[config.mk]
export PLATFORM = sky130hd
export DESIGN_NAME = rr_arb16
export DESIGN_NICKNAME = d
export VERILOG_FILES = /design/src/rtl/arb_pkg.sv /design/src/rtl/grant_dec4to16.sv /design/src/rtl/rr_arb16.sv
export SDC_FILE = /design/constraint.sdc
export NUM_CORES = 1
export LEC_CHECK = 0
export BUFFER_PORTS_ARGS = -buffer_cell sky130_fd_sc_hd__buf_4
export CORE_AREA = 2 2 87 89
export DETAILED_ROUTE_END_ITERATION = 8
export DIE_AREA = 0 0 89 91
export PLACE_DENSITY = 0.66
export SETUP_SLACK_MARGIN = 0.2
export SLEW_MARGIN = 15
export SYNTH_ARGS = -nofsm -noshare
export SYNTH_HDL_FRONTEND = slang
export SYNTH_SLANG_ARGS = --single-unit
[constraint.sdc]
create_clock -name clk -period 9.5 [get_ports clk]
set_input_delay 0.475 -clock clk [delete_from_list [all_inputs] [get_ports clk]]
set_output_delay 0.475 -clock clk [all_outputs]
set_load 0.01 [all_outputs]
[src/rtl/arb_pkg.sv]
// rtl/arb_pkg.sv - shared widths, state encoding and round-robin pick for rr_arb16
package arb_pkg;

    localparam int NREQ   = 16;
    localparam int IDX_W  = 4;
    localparam int HCNT_W = 8;

    typedef enum logic {
        IDLE  = 1'b0,
        GRANT = 1'b1
    } state_t;

    // First set request scanning ptr, ptr+1, ... with the 4-bit index wrapping naturally.
    function automatic logic [IDX_W-1:0] rr_pick(input logic [NREQ-1:0]  req,
                                                 input logic [IDX_W-1:0] ptr);
        logic [IDX_W-1:0] cand;
        logic [IDX_W-1:0] pick;
        logic             found;
        pick  = '0;
        found = 1'b0;
        for (int i = 0; i < NREQ; i++) begin
            cand = ptr + i[IDX_W-1:0];
            if (!found && req[cand]) begin
                pick  = cand;
                found = 1'b1;
            end
        end
        return pick;
    endfunction

endpackage

[src/rtl/grant_dec4to16.sv]
// rtl/grant_dec4to16.sv - 4-bit index plus enable to 16-bit one-hot decode
module grant_dec4to16
    import arb_pkg::*;
(
    input  logic [IDX_W-1:0] idx,
    input  logic             en,
    output logic [NREQ-1:0]  onehot
);

    always_comb begin
        onehot = '0;
        if (en) begin
            onehot[idx] = 1'b1;
        end
    end

endmodule

[src/rtl/rr_arb16.sv]
// rtl/rr_arb16.sv - 16-way round-robin arbiter with bounded grant hold time
module rr_arb16
    import arb_pkg::*;
#(
    parameter int MAX_HOLD = 8
) (
    input  logic             clk,
    input  logic             rst,
    input  logic             en,
    input  logic [NREQ-1:0]  req,
    output logic [NREQ-1:0]  gnt,
    output logic [IDX_W-1:0] gnt_idx,
    output logic             busy,
    output logic             timeout
);

    localparam logic [HCNT_W-1:0] HOLD_LAST = HCNT_W'(MAX_HOLD - 1);

    state_t             state, state_n;
    logic [IDX_W-1:0]   ptr, ptr_n;
    logic [HCNT_W-1:0]  hcnt, hcnt_n;
    logic [IDX_W-1:0]   idx_n;
    logic               busy_n;
    logic               timeout_n;

    always_ff @(posedge clk) begin
        if (rst) begin
            state   <= IDLE;
            ptr     <= '0;
            hcnt    <= '0;
            gnt_idx <= '0;
            busy    <= 1'b0;
            timeout <= 1'b0;
        end else begin
            state   <= state_n;
            ptr     <= ptr_n;
            hcnt    <= hcnt_n;
            gnt_idx <= idx_n;
            busy    <= busy_n;
            timeout <= timeout_n;
        end
    end

    always_comb begin
        state_n   = state;
        ptr_n     = ptr;
        hcnt_n    = hcnt;
        idx_n     = gnt_idx;
        busy_n    = busy;
        timeout_n = 1'b0;
        case (state)
            IDLE: begin
                if (en && (|req)) begin
                    state_n = GRANT;
                    idx_n   = rr_pick(req, ptr);
                    busy_n  = 1'b1;
                    hcnt_n  = '0;
                end
            end
            GRANT: begin
                // en is deliberately ignored here: an active grant is never revoked by it.
                if (!req[gnt_idx] || (hcnt == HOLD_LAST)) begin
                    state_n   = IDLE;
                    ptr_n     = gnt_idx + 1'b1;
                    idx_n     = '0;
                    busy_n    = 1'b0;
                    hcnt_n    = '0;
                    timeout_n = req[gnt_idx];
                end else begin
                    hcnt_n = hcnt + 1'b1;
                end
            end
            default: begin
                state_n = IDLE;
            end
        endcase
    end

    grant_dec4to16 u_dec (
        .idx    (gnt_idx),
        .en     (busy),
        .onehot (gnt)
    );

endmodule

======== Word level (Yosys, flattened, before mapping) ========
Index checks and enable logic that the tools add are counted.
operators by class
  add/subtract/negate cells ............... 17
  magnitude comparators ................... 18
  equal/unequal tests ..................... 3
  multiplexer cells ....................... 110
  bitwise logic cells ..................... 2
  reductions and logical operators ........ 38
operators with widths
  kind                   count
  $lt A4 B5 Y1 const B   17
  $mux W4                18
  $bmux W1 S4            17
  $mux W1                67
  $add A4 B4 Y4 const B  8
  $logic_and A1 B1 Y1    17
  $add A4 B3 Y4 const B  4
  $logic_not A1 Y1       16
  $mux W16               1
  $mux W8                2
  $pmux W8 S2            1
  $reduce_or A16 Y1      1
  $add A4 B1 Y4 const B  2
  $add A4 B2 Y4 const B  2
  $add A8 B1 Y8 const B  1
  $eq A8 B3 Y1 const B   1
  $pmux W4 S2            1
  $demux W1 S4           1
  $ge A4 B1 Y1 const B   1
  $pmux W1 S2            2
  $reduce_and A2 Y1      2
  $reduce_or A3 Y1       1
  $ne A2 B1 Y1 const B   1
  $ne A2 B2 Y1 const B   1
  2 further kinds        3
storage, ports and cells
  flip-flop bits (word level) ............. 19
  logic and storage cells ................. 194

======== Longest topological paths before layout ========
Gate-level depths: netlist (run 1).
  depth after elaboration ................. 80
  depth in mapped cells ................... 15
  gate-level depth less buffers ........... 11

======== Modules after synthesis ========
From an unflattened synthesis (run 1), not the netlist that was laid out.
unflattened totals
  cells, all modules ...................... 382
  area, all modules ....................... 3458.3 µm²
by module, submodules not included
  module          times used  cells an instance  area each (µm²)
  rr_arb16        1           359                3340.7
  grant_dec4to16  1           23                 117.6

======== Worst setup path before layout (run 1) ========
OpenSTA, ideal clock, no wires.
  path type ............................... register -> register
  from .................................... reg ptr[1]
  to ...................................... reg gnt_idx[2]
  library setup time ...................... 0.114 ns
  arrival ................................. 3.718 ns
  data required time ...................... 9.386 ns
  setup slack ............................. 5.668 ns
  cell stages (with the launch flop) ...... 14
  path buffers ............................ 3
  path through ............................ dfxtp_1 -> buf_6 -> buf_2 -> inv_1 -> ha_1 -> buf_6 -> mux4_2 -> mux4_2 -> nor4_4 -> nand4_4 -> nor4_4 -> a211oi_1 -> o21a_1 -> a21o_1
on the way
  longest elaborated chain between the ends .. 80
RTL lines
  item                                                                    line            text
  start, declared                                                         rr_arb16.sv:20  logic [IDX_W-1:0] ptr, ptr_n;
  start signal, assigned                                                  rr_arb16.sv:36  ptr <= ptr_n;
  parallel branches: the longest is 77 deep, another holds $add A4 B1 Y4  n/a
  $mux W4 *                                                               arb_pkg.sv:23   if (!found && req[cand]) begin
  $mux W4 *                                                               rr_arb16.sv:53  if (en && (|req)) begin
  $pmux W4 S2 *                                                           rr_arb16.sv:51  case (state)
  end signal, assigned                                                    rr_arb16.sv:38  gnt_idx <= idx_n;
  end, declared                                                           rr_arb16.sv:12  output logic [IDX_W-1:0] gnt_idx,
Every way passes the cells marked *. The select of a mux whose other input is x is not followed.
A chain may end at the register's enable or synchronous reset.

======== Final worst setup path (run 1) ========
Same ends and word-level chain as after synthesis.

==> flow_summary.yaml, run 1 <==
status:
  status: "completed"
clock_tree:
  clock_latency_ns: 0.25
  cts_tree: "yes"
  h-tree-depth: 1
  postCtsHoldBufs: 0
  post_cts.repair.setup_buffers: 0
  cts.reportedPaths.clkPinSlew_ns: 0.07
  clock_path_buffers: 2
  root_buffer: "clkbuf_8"
  ctsResizeCount: 0
  cts_made_buffers: 3
  cts_sinks: 19
placed_design:
  dpl_cell_area_sq_um: 3575
  detailed_place_hpwl_microns: 7456
  place.port_buffers: 40
  gp_routability_congestion: 0.9733
global_routing:
  grt_usage_pct: 23.67
  grt_use_met3_pct: 0.5455
  grt_use_met1_pct: 35.25
  grt_most_used_layer: "met2"
  grtUsageMet2_pct: 37.56
  overflow: 0
  grt_pass1_wl_microns: 15300
  grt_max_degree: 27
  first_global_vias: 2862
  antenna_found_initial: 0
pwr:
  pwr-share-comb_pct: 71.2
  internal_power_uw: 272.8
  clkPwrFrac_pct: 10.0
  irDropWorstVdd_mv: 0.06022
  p_seq_share_pct: 18.8
  power_density_nw_per_um2: 151.5
  p_leak_uw: 0.001409
  switching_share_pct: 50.26
  switchingPower_uw: 275.6
logic_synthesis:
  ys_async_sr_fraction_pct: 0
  synth-seq-area-share_pct: 11.56
  ys_top_cells_by_area: "mux4_2 (16%), dfxtp_1 (12%), mux2i_1 (6.1%)"
  ys_ff_latch: 19
  netlist_area_sq_um: 3289
  ys_types: 62
  muxShareOfSynthArea_pct: 32.10
  syn_nets: 405
  synth_edf_count: 0
  synth_top_family_by_area: "multiplexers"
  synth_top_area_share_pct: 15.75
  synth_adder_area_share_pct: 4.564
  ys_warn_count: 0
  synth_compound_area_share_pct: 15.86
  ys.flop_type: "dfxtp_1"
  synthSimpleGateAreaFrac_pct: 25.37
  syn_area_per_cell_sq_um: 8.795
  synth_xor_area_share_pct: 3.461
  netlist_instances: 374
  yosys.area.top_type: "mux4_2"
setup_path:
  cpPeakStageDelay_ns: 0.68
  cp.required_ns: 9.65
  path_buf_inv: 2
  crit_type: "flop to flop"
  crit_path_max_fanout: 22
  path_cells: "buf_4 > inv_1 > ha_1 > mux4_1 > mux2i_1 > mux2i_2 > nor3b_4 > nand4_4 > nor4_4 > a211oi_1 > o21a_1 > a21o_1"
  cpMaxStageDelayCell: "ha_1"
  start_kind: "flop"
  worstPathArrival_ns: 4.74
  cp-end-kind: "flop"
  path_delay_family: "simple AND/OR/NAND/NOR gates"
final_layout:
  final_common_cell: "buf_4"
  syn_to_final_growth_pct: 10.04
  num_antenna_cells: 0
  fin_area_sq_um: 3620
  final_nets: 432
  drive_gt1_share_pct: 22.75
  mostFrequentLayoutCells: "buf_4 (44), nor2_1 (34), a21oi_1 (25)"
min_path:
  hold_class: "flop to flop"
drt:
  ant_nets: 0
  drc: 0
  drtIter0Drc: 277
  drt_pass1_iterations: 5
  wl_per_cell_microns: 19.30
  route.vias.total: 3195
  finalWirelength_microns: 9633
  vias_per_cell: 6.403
timing:
  period_needed_ns: 4.585
  timing.final.crit_share_pct: 48.27
  fmax_mhz: 218.1
  rsz0062_at_grt: "no"
  hold_viol_final: 0
  final-setup-viol-count: 0
  fin_worst_skew_ns: 0.0007851
  worstMarginPinSlew_ns: 0.8914
  tns_ns: 0
  timing.slew.headroom_pct: 40.49
  drv_slew: 0
floorplanning:
  core_area_sq_um: 7137
  die_w_microns: 89
  start_util_pct: 46.09
  die_y_microns: 91
  die-area_sq_um: 8099
  io_pins: 41
  rows: 31
run:
  maxCapViolCount: 0
-- metal layers --
| metal | vias up | part of all wire (%) |
|---|---|---|
| met3 | 22 | 6.6 |
| met1 | 1519 | 43 |
| li1 | 1495 | - |
| met4 | 0 | 2.6 |
| met5 | - | 0 |
| met2 | 159 | 47 |
-- through the flow --
stage,instances,hold slack [ns],util [%],total power [uW],worst slack (ns)
final,499,0.5164,50.72,548.4,4.915
after global routing,499,0.5382,50.72,583.8,4.696
after CTS,499,0.5133,50.72,542.9,4.992
after detailed placement,495,0.5047,50.09,486.9,5.008
after global placement,495,0.4760,50.09,482.0,5.229
after floorplan,374,0.4582,-,399.4,5.668
-- state kept, by name, indices dropped and copies added (netlist names) --
signal   flops
gnt_idx      4
busy         1
timeout      1
state        1
hcnt         8
ptr          4
-- worst paths after layout --
kind	startpoint	end	slack, ns	cells past startpoint
max	ptr[1]	gnt_idx[2]	4.91	12
min	hcnt[7]	hcnt[7]	0.52	2
max reg2reg	ptr[1]	gnt_idx[2]	4.91	12
min reg2reg	hcnt[7]	hcnt[7]	0.52	2
-- cells by family (layout without fill, tap and decap cells) --
group / count (synthesis) / count (layout)
AO/OA/AOI/OAI: 82 / 82
buffers and inverters: 39 / 65
AND/OR/NAND/NOR: 146 / 146
multiplexers: 63 / 63
XOR/XNOR: 13 / 13
flip-flops: 19 / 19
adder cells (fa/ha/maj): 12 / 12
-- power by group through the flow --
stage | sequential (uW) | clock [uW] | combinational [uW]
after floorplan | 93.8 | 0 | 306
after global placement | 104 | 0 | 378
after detailed placement | 105 | 0 | 382
after CTS | 103 | 56.6 | 383
after global routing | 105 | 59.6 | 419
final | 103 | 54.8 | 391
-- area by class of cell --
cell class              instances  area [sq um]
clock buffers                   4         45.04
fillers                       705          3517
inverters                      17         63.81
multi-input cells             316          2676
flip-flops and latches         19         380.4
well taps                      99         123.9
repair buffers                 44         330.3
-- cells in the mapped netlist (4+ instances only) --
cell type / n
o31ai_1: 6
nand2_1: 24
xor2_1: 7
xnor2_1: 6
and3_1: 8
a211oi_1: 6
nand4b_1: 6
buf_6: 4
mux4_2: 23
clkbuf_1: 11
mux2_2: 10
mux2i_1: 20
inv_1: 16
nand4_1: 5
o21ai_0: 15
nor2_1: 34
nor3_1: 7
nand3_1: 15
mux4_1: 7
and2_1: 18
o211ai_1: 4
o22ai_1: 4
dfxtp_1: 19
nor4_1: 10
a21oi_1: 25
ha_1: 12
-- worst reg2reg max path, stage by stage, from the launching register on --
cell      delay (ns)
dfxtp_1         0.31
buf_4           0.30
inv_1           0.23
ha_1            0.68
mux4_1          0.69
mux2i_1         0.30
mux2i_2         0.26
nor3b_4         0.60
nand4_4         0.27
nor4_4          0.42
a211oi_1        0.13
o21a_1          0.13
a21o_1          0.17
Note: power is estimated with default switching activity, not from simulation.
==> inputs of run 2 (changes only) <==
--- a/config.mk
+++ b/config.mk
@@ -9,7 +9,7 @@
 export CORE_AREA = 2 2 87 89
 export DETAILED_ROUTE_END_ITERATION = 8
 export DIE_AREA = 0 0 89 91
-export PLACE_DENSITY = 0.66
+export PLACE_DENSITY = 0.68
 export SETUP_SLACK_MARGIN = 0.2
 export SLEW_MARGIN = 15
 export SYNTH_ARGS = -nofsm -noshare
==> constraint.sdc (replaced) <==
create_clock -name clk -period 4 [get_ports clk]
set_input_delay 0.2 -clock clk [delete_from_list [all_inputs] [get_ports clk]]
set_output_delay 0.2 -clock clk [all_outputs]
set_load 0.01 [all_outputs]
==> run 2 against run 1 <==
- fmax increased by 31%
- hold slack lost 0.28 ns
- non-clock buffer count is 13 higher
- first-iteration DRC count is 44% higher
- wire length grew 1.2%
- clock skew is 0.0025 ns higher
- sequential power grew 130%
- via count rose by 1.8%
- sequential share of layout area fell by 0.41 points
- final cell count grew 2.6%
- clock power is 150% higher
- critical path type unchanged
- largest cell class unchanged
- largest power group unchanged
- highest routed layer unchanged
==> flow_summary.yaml, run 2 (synthesis gave the netlist of run 1 again) <==
final_layout:
  fillers: 691
  final_common_cell: "buf_4"
  fin_area_sq_um: 3765
  final_nets: 445
  top_regs: "hcnt: 8 flops, gnt_idx: 4 flops, ptr: 4 flops"
  num_antenna_cells: 0
  regMostFlops: "hcnt"
  instances_no_fill: 512
  largest_reg_flops: 8
  mostFrequentLayoutCells: "buf_4 (56), nor2_1 (34), a21oi_1 (25)"
  syn_to_final_growth_pct: 14.45
  drive_gt1_share_pct: 26.63
timing:
  fin_worst_skew_ns: 0.003259
  layout_setup_ws_ns: 0.5015
  timing.final.crit_share_pct: 87.46
  tns_ns: 0
  fmax_mhz: 285.8
  worstMarginPinSlew_ns: 0.7396
  timing.slew.headroom_pct: 49.28
  hold_viol_final: 0
  final-setup-viol-count: 0
  whs_ns: 0.2361
  period_needed_ns: 3.498
  drv_slew: 0
  rsz0062_at_grt: "no"
pwr:
  switchingPower_uw: 670.4
  p_leak_uw: 0.001484
  switching_share_pct: 49.22
  internal_power_uw: 691.7
  irDropWorstVdd_mv: 0.1277
  clkPwrFrac_pct: 10.0
  power_density_nw_per_um2: 361.8
  pwr-share-comb_pct: 72.5
  p_seq_share_pct: 17.6
drt:
  drtIter0Drc: 398
  route.vias.total: 3254
  ant_nets: 0
  wl_per_cell_microns: 19.04
  drt_pass1_iterations: 5
  vias_per_cell: 6.355
  finalWirelength_microns: 9749
  drc: 0
setup_path:
  cp-end-kind: "flop"
  cp_num_cells: 12
  crit_path_end: "gnt_idx[1]"
  cpMaxStageDelayCell: "dfxtp_1"
  cpPeakStageDelay_ns: 0.51
  rrSetupSlack_ns: 0.50
  worstPathArrival_ns: 3.71
  path_cells: "inv_1 > ha_1 > xor2_1 > mux2i_1 > mux2_2 > nor4bb_1 > buf_4 > nand4_4 > o21ai_0 > mux2i_1 > a311o_1 > nand2_1"
  path_buf_inv: 2
  crit_path_start: "ptr[2]"
  reg2regPathDepth: 12
  critical_path.most_common_cell: "mux2i_1"
  reg2reg_from: "ptr[2]"
  cp.required_ns: 4.21
  path_delay_family: "multiplexers"
  crit_path_max_fanout: 9
  r2r_end: "gnt_idx[1]"
  start_kind: "flop"
  crit_type: "flop to flop"
floorplanning:
  die_w_microns: 89
  die_y_microns: 91
  start_util_pct: 46.09
  io_pins: 41
  die-area_sq_um: 8099
  rows: 31
  core_area_sq_um: 7137
min_path:
  hold_class: "input port to flop"
clock_tree:
  cts.reportedPaths.clkPinSlew_ns: 0.07
  cts_tree: "yes"
  cts_made_buffers: 3
  root_buffer: "clkbuf_8"
  clock_path_buffers: 2
  postCtsHoldBufs: 0
  cts_sinks: 19
  h-tree-depth: 1
  clock_latency_ns: 0.26
global_routing:
  grt_pass1_wl_microns: 16170
  grt_usage_pct: 25.03
  grt_max_degree: 22
  overflow: 0
  first_global_vias: 3079
  antenna_found_initial: 0
placed_design:
  detailed_place_hpwl_microns: 7477
  dpl_cell_area_sq_um: 3665
  place.port_buffers: 40
  dp_slack_ns: 0.2541
  place_inst: 507
  gp_routability_congestion: 0.9834
status:
  status: "completed"
run:
  maxCapViolCount: 0
[run 2: cell types whose count changed in the layout (fill, tap and decap cells not counted), sizes merged]
cell and delta:
clkbuf -1, buf +13, clkinv +1
[run 2: repair_timing]
item / 4_1_cts / 5_1_grt
hold endpoints to repair: 0 / 0
setup endpoints to repair: 0 / 4
gates resized for setup: 0 / 6
setup buffers: 0 / 1
[run 2: worst min path at each step]
stage	start	end	slack [ns]	cells past startpoint
after global routing	rst	hcnt[5]	0.26	2
after detailed placement	hcnt[7]	hcnt[7]	0.48	2
after CTS	rst	hcnt[5]	0.23	2
after global placement	hcnt[7]	hcnt[7]	0.47	2
final	rst	hcnt[5]	0.24	2
after floorplan	rst	ptr[2]	0.41	2
[run 2: power by group through the flow]
stage	sequential [uW]	clock, uW	combinational (uW)
2_1_floorplan	223	0	726
3_3_place_gp	243	0	932
3_5_place_dp	244	0	939
4_1_cts	239	138	944
5_1_grt	243	143	1070
6_report	240	136	987
[run 2: layout make-up]
type | instances | area, sq um | area share (%)
multi-input cells | 316 | 2710 | 71.98
repair buffers | 57 | 440.4 | 11.70
clock inverters | 1 | 5.005 | 0.1329
clock buffers | 3 | 41.29 | 1.097
inverters | 17 | 63.81 | 1.695
well taps | 99 | 123.9 | 3.290
flip-flops and latches | 19 | 380.4 | 10.10
[run 2: worst reg2reg max path, stage by stage, from the launching register on]
cell and delay, ns:
dfxtp_1 0.51, inv_1 0.21, ha_1 0.25, xor2_1 0.45, mux2i_1 0.36, mux2_2 0.32
nor4bb_1 0.23, buf_4 0.21, nand4_4 0.14, o21ai_0 0.29, mux2i_1 0.13, a311o_1 0.28
nand2_1 0.07
[run 2: stage by stage]
stage | power, uW | util (%)
after floorplan | 948.3 | -
after global placement | 1176 | 51.35
after detailed placement | 1183 | 51.35
after CTS | 1321 | 52.00
after global routing | 1456 | 52.75
final | 1362 | 52.75
[run 2: per-layer routing]
| layer | vias up | track usage (%) | share of wire, % |
|---|---|---|---|
| met1 | 1543 | 37.40 | 44 |
| li1 | 1524 | - | - |
| met2 | 163 | 39.74 | 47 |
| met5 | - | 0 | 0 |
| met3 | 24 | 1.273 | 6.2 |
| met4 | 0 | 5.597 | 2.4 |
==> inputs of run 3 (changes only) <==
--- a/config.mk
+++ b/config.mk
@@ -6,12 +6,13 @@
 export NUM_CORES = 1
 export LEC_CHECK = 0
 export BUFFER_PORTS_ARGS = -buffer_cell sky130_fd_sc_hd__buf_4
-export CORE_AREA = 2 2 87 89
+export CORE_AREA = 2 2 89 91
 export DETAILED_ROUTE_END_ITERATION = 8
-export DIE_AREA = 0 0 89 91
+export DIE_AREA = 0 0 91 93
 export PLACE_DENSITY = 0.68
 export SETUP_SLACK_MARGIN = 0.2
 export SLEW_MARGIN = 15
 export SYNTH_ARGS = -nofsm -noshare
 export SYNTH_HDL_FRONTEND = slang
+export SYNTH_HIERARCHICAL = 1
 export SYNTH_SLANG_ARGS = --single-unit
==> run 3 against run 2 <==
- worst setup slack worse by 0.16 ns
- synthesized cell count is 2.1% higher
- design area is 6.8% higher
- critical path depth is 1 lower
- critical path type unchanged
- clock skew is 0.0042 ns higher
- global-route usage is 0.14 points higher
- critical endpoint is now gnt_idx[0]
- largest cell class unchanged
- first-iteration DRC count is 41% lower
- non-clock buffer count is 2 higher
- via count is 7.8% higher
- total power is 22% lower
==> flow_summary.yaml, run 3 <==
status:
  status: "completed"
logic_synthesis:
  netlist_instances: 382
  synth_top_family_by_area: "multiplexers"
  syn_nets: 410
  ys.flop_type: "dfxtp_1"
  netlist_area_sq_um: 3458
  yosysMostFrequentCell: "nor2_1"
  yosys.area.top_type: "mux4_2"
  synth_common_cells: "nor2_1 (40), nand2_1 (29), a21oi_1 (23), mux4_2 (23), mux2i_1 (22)"
  synthSimpleGateAreaFrac_pct: 24.38
  synth_compound_area_share_pct: 15.67
  muxShareOfSynthArea_pct: 37.05
  synth-seq-area-share_pct: 11.00
  ys_warn_count: 6
  synth_edf_count: 0
  ys_top_cells_by_area: "mux4_2 (15%), mux4_1 (11%), dfxtp_1 (11%)"
  ys_ff_latch: 19
  syn_area_per_cell_sq_um: 9.053
  synth_adder_area_share_pct: 3.256
  synth_xor_area_share_pct: 3.726
  ys_async_sr_fraction_pct: 0
  synth_top_area_share_pct: 14.98
  ys_types: 68
setup_path:
  cpMaxStageDelayCell: "or4_1"
  path_cells: "buf_6 > ha_1 > xnor2_2 > mux2i_1 > mux2_2 > and3_1 > nand3_1 > nor2_1 > a221o_1 > or4_1 > a32o_1"
  start_kind: "flop"
  crit_type: "flop to flop"
  crit_path_start: "ptr[1]"
  cp.required_ns: 4.15
  cp-end-kind: "flop"
  reg2reg_from: "ptr[1]"
  worstPathArrival_ns: 3.80
  crit_path_max_fanout: 28
  cpPeakStageDelay_ns: 0.48
drt:
  drt_pass1_iterations: 5
  wl_per_cell_microns: 20.40
  vias_per_cell: 6.642
  drc: 0
  finalWirelength_microns: 10770
  ant_nets: 0
  drtIter0Drc: 233
  route.vias.total: 3507
global_routing:
  overflow: 0
  antenna_found_initial: 0
  first_global_vias: 3227
  grt_usage_pct: 25.17
  grt_max_degree: 29
  grt_pass1_wl_microns: 17150
floorplanning:
  io_pins: 41
  die-area_sq_um: 8463
  die_w_microns: 91
  core_area_sq_um: 7527
  die_y_microns: 93
  rows: 32
  start_util_pct: 45.94
pwr:
  power_density_nw_per_um2: 263.9
  p_leak_uw: 0.001530
  irDropWorstVdd_mv: 0.2161
  pwr-share-comb_pct: 67.4
  switching_share_pct: 46.50
  p_seq_share_pct: 20.1
  clkPwrFrac_pct: 12.5
  internal_power_uw: 567.7
  switchingPower_uw: 493.4
clock_tree:
  cts_sinks: 19
  h-tree-depth: 1
  cts.reportedPaths.clkPinSlew_ns: 0.08
  clock_path_buffers: 2
  cts_made_buffers: 3
  root_buffer: "clkbuf_8"
  cts_tree: "yes"
  clock_latency_ns: 0.26
timing:
  drv_slew: 0
  timing.final.crit_share_pct: 91.37
  tns_ns: 0
  timing.slew.headroom_pct: 57.55
  period_needed_ns: 3.655
  fmax_mhz: 273.6
  rsz0062_at_grt: "no"
  fin_worst_skew_ns: 0.007426
  final-setup-viol-count: 0
  worstMarginPinSlew_ns: 0.6325
  hold_viol_final: 0
final_layout:
  top_regs: "hcnt: 8 flops, gnt_idx: 4 flops, ptr: 4 flops"
  largest_reg_flops: 8
  syn_to_final_growth_pct: 16.28
  mostFrequentLayoutCells: "buf_4 (57), nor2_1 (40), nand2_1 (29)"
  final_common_cell: "buf_4"
  drive_gt1_share_pct: 28.64
  regMostFlops: "hcnt"
  fin_area_sq_um: 4021
  num_antenna_cells: 0
  final_nets: 455
placed_design:
  dpl_cell_area_sq_um: 3906
  place.port_buffers: 40
  gp_routability_congestion: 0.9391
  detailed_place_hpwl_microns: 8140
min_path:
  hold_start: "rst"
  hold_class: "input port to flop"
run:
  maxCapViolCount: 0
==> run 3: changes by cell type in the layout (fill, tap and decap cells not counted), moves of 5 or more <==
cell	delta
and2_1	-16
ha_1	-5
o31ai_1	-6
mux4_1	+7
nand2_1	+5
nand2b_1	+5
inv_1	-8
nor2_1	+6
==> run 3: power groups by stage <==
| stage | clock network (uW) | logic [uW] | registers [uW] |
|---|---|---|---|
| 2_1_floorplan | 0 | 489 | 219 |
| 3_3_place_gp | 0 | 673 | 217 |
| 3_5_place_dp | 0 | 679 | 217 |
| 4_1_cts | 140 | 684 | 213 |
| 5_1_grt | 143 | 767 | 215 |
| 6_report | 133 | 715 | 213 |
==> run 3: layout make-up <==
| class | instances | area [sq um] |
|---|---|---|
| timing repair buffer | 59 | 450.4 |
| inverter | 11 | 41.29 |
| fill | 718 | 3506 |
| sequential | 19 | 381.6 |
| multi-input combinational | 333 | 2974 |
| tap | 102 | 127.6 |
| clock inverter | 1 | 5.005 |
| clock buffer | 3 | 41.29 |
==> run 3: repair_timing <==
item,in CTS,in global routing
hold buffers,0,0
endpoints found under the setup margin,4,4
resized for setup,2,12
cloned,0,0
pin swaps,0,1
setup buffers,0,0
==> run 3: metal layers <==
| metal | global-route usage (%) | part of all wire (%) | vias up |
|---|---|---|---|
| met5 | 0 | 0 | - |
| met2 | 40.99 | 48 | 184 |
| met1 | 35.00 | 42 | 1693 |
| met3 | 3.546 | 7.6 | 20 |
| met4 | 7.576 | 2.4 | 0 |
| li1 | - | - | 1610 |
==> run 3: path summary, 6_finish.rpt <==
| path | slack (ns) | cells past startpoint | endpoint |
|---|---|---|---|
| max | 0.35 | 11 | gnt_idx[0] |
| min | 0.22 | 2 | hcnt[6] |
| max reg2reg | 0.35 | 11 | gnt_idx[0] |
| min reg2reg | 0.52 | 2 | hcnt[6] |
==> run 3: worst max-delay path, delay by kind of cell (launching register included) <==
kind,cells,cell delay [ns]
mux,2,0.60
compound gates,2,0.63
fa+ha+maj,1,0.41
buf+inv,1,0.28
simple gates,4,0.99
xor+xnor,1,0.27
flops,1,0.35
==> run 3: per-stage QoR <==
step | setup slack, ns | hold slack, ns | utilization, % | power [uW] | instances
2_1_floorplan | 0.1837 | 0.2728 | - | 707.9 | 382
3_3_place_gp | 0.2447 | 0.4887 | 51.89 | 890.5 | 524
3_5_place_dp | 0.1327 | 0.4965 | 51.89 | 895.8 | 524
4_1_cts | 0.2178 | 0.2129 | 52.59 | 1037 | 528
5_1_grt | 0.2045 | 0.2355 | 53.42 | 1125 | 528
6_report | 0.3451 | 0.2220 | 53.42 | 1061 | 528
==> run 3: cells by family after synthesis <==
logic type	after synthesis
DFF	19
AOI/OAI and AO/OA	83
and+or+nand+nor	156
muxes	72
buffers and inverters	30
xor gates and xnor gates	13
adders and majority gates	9
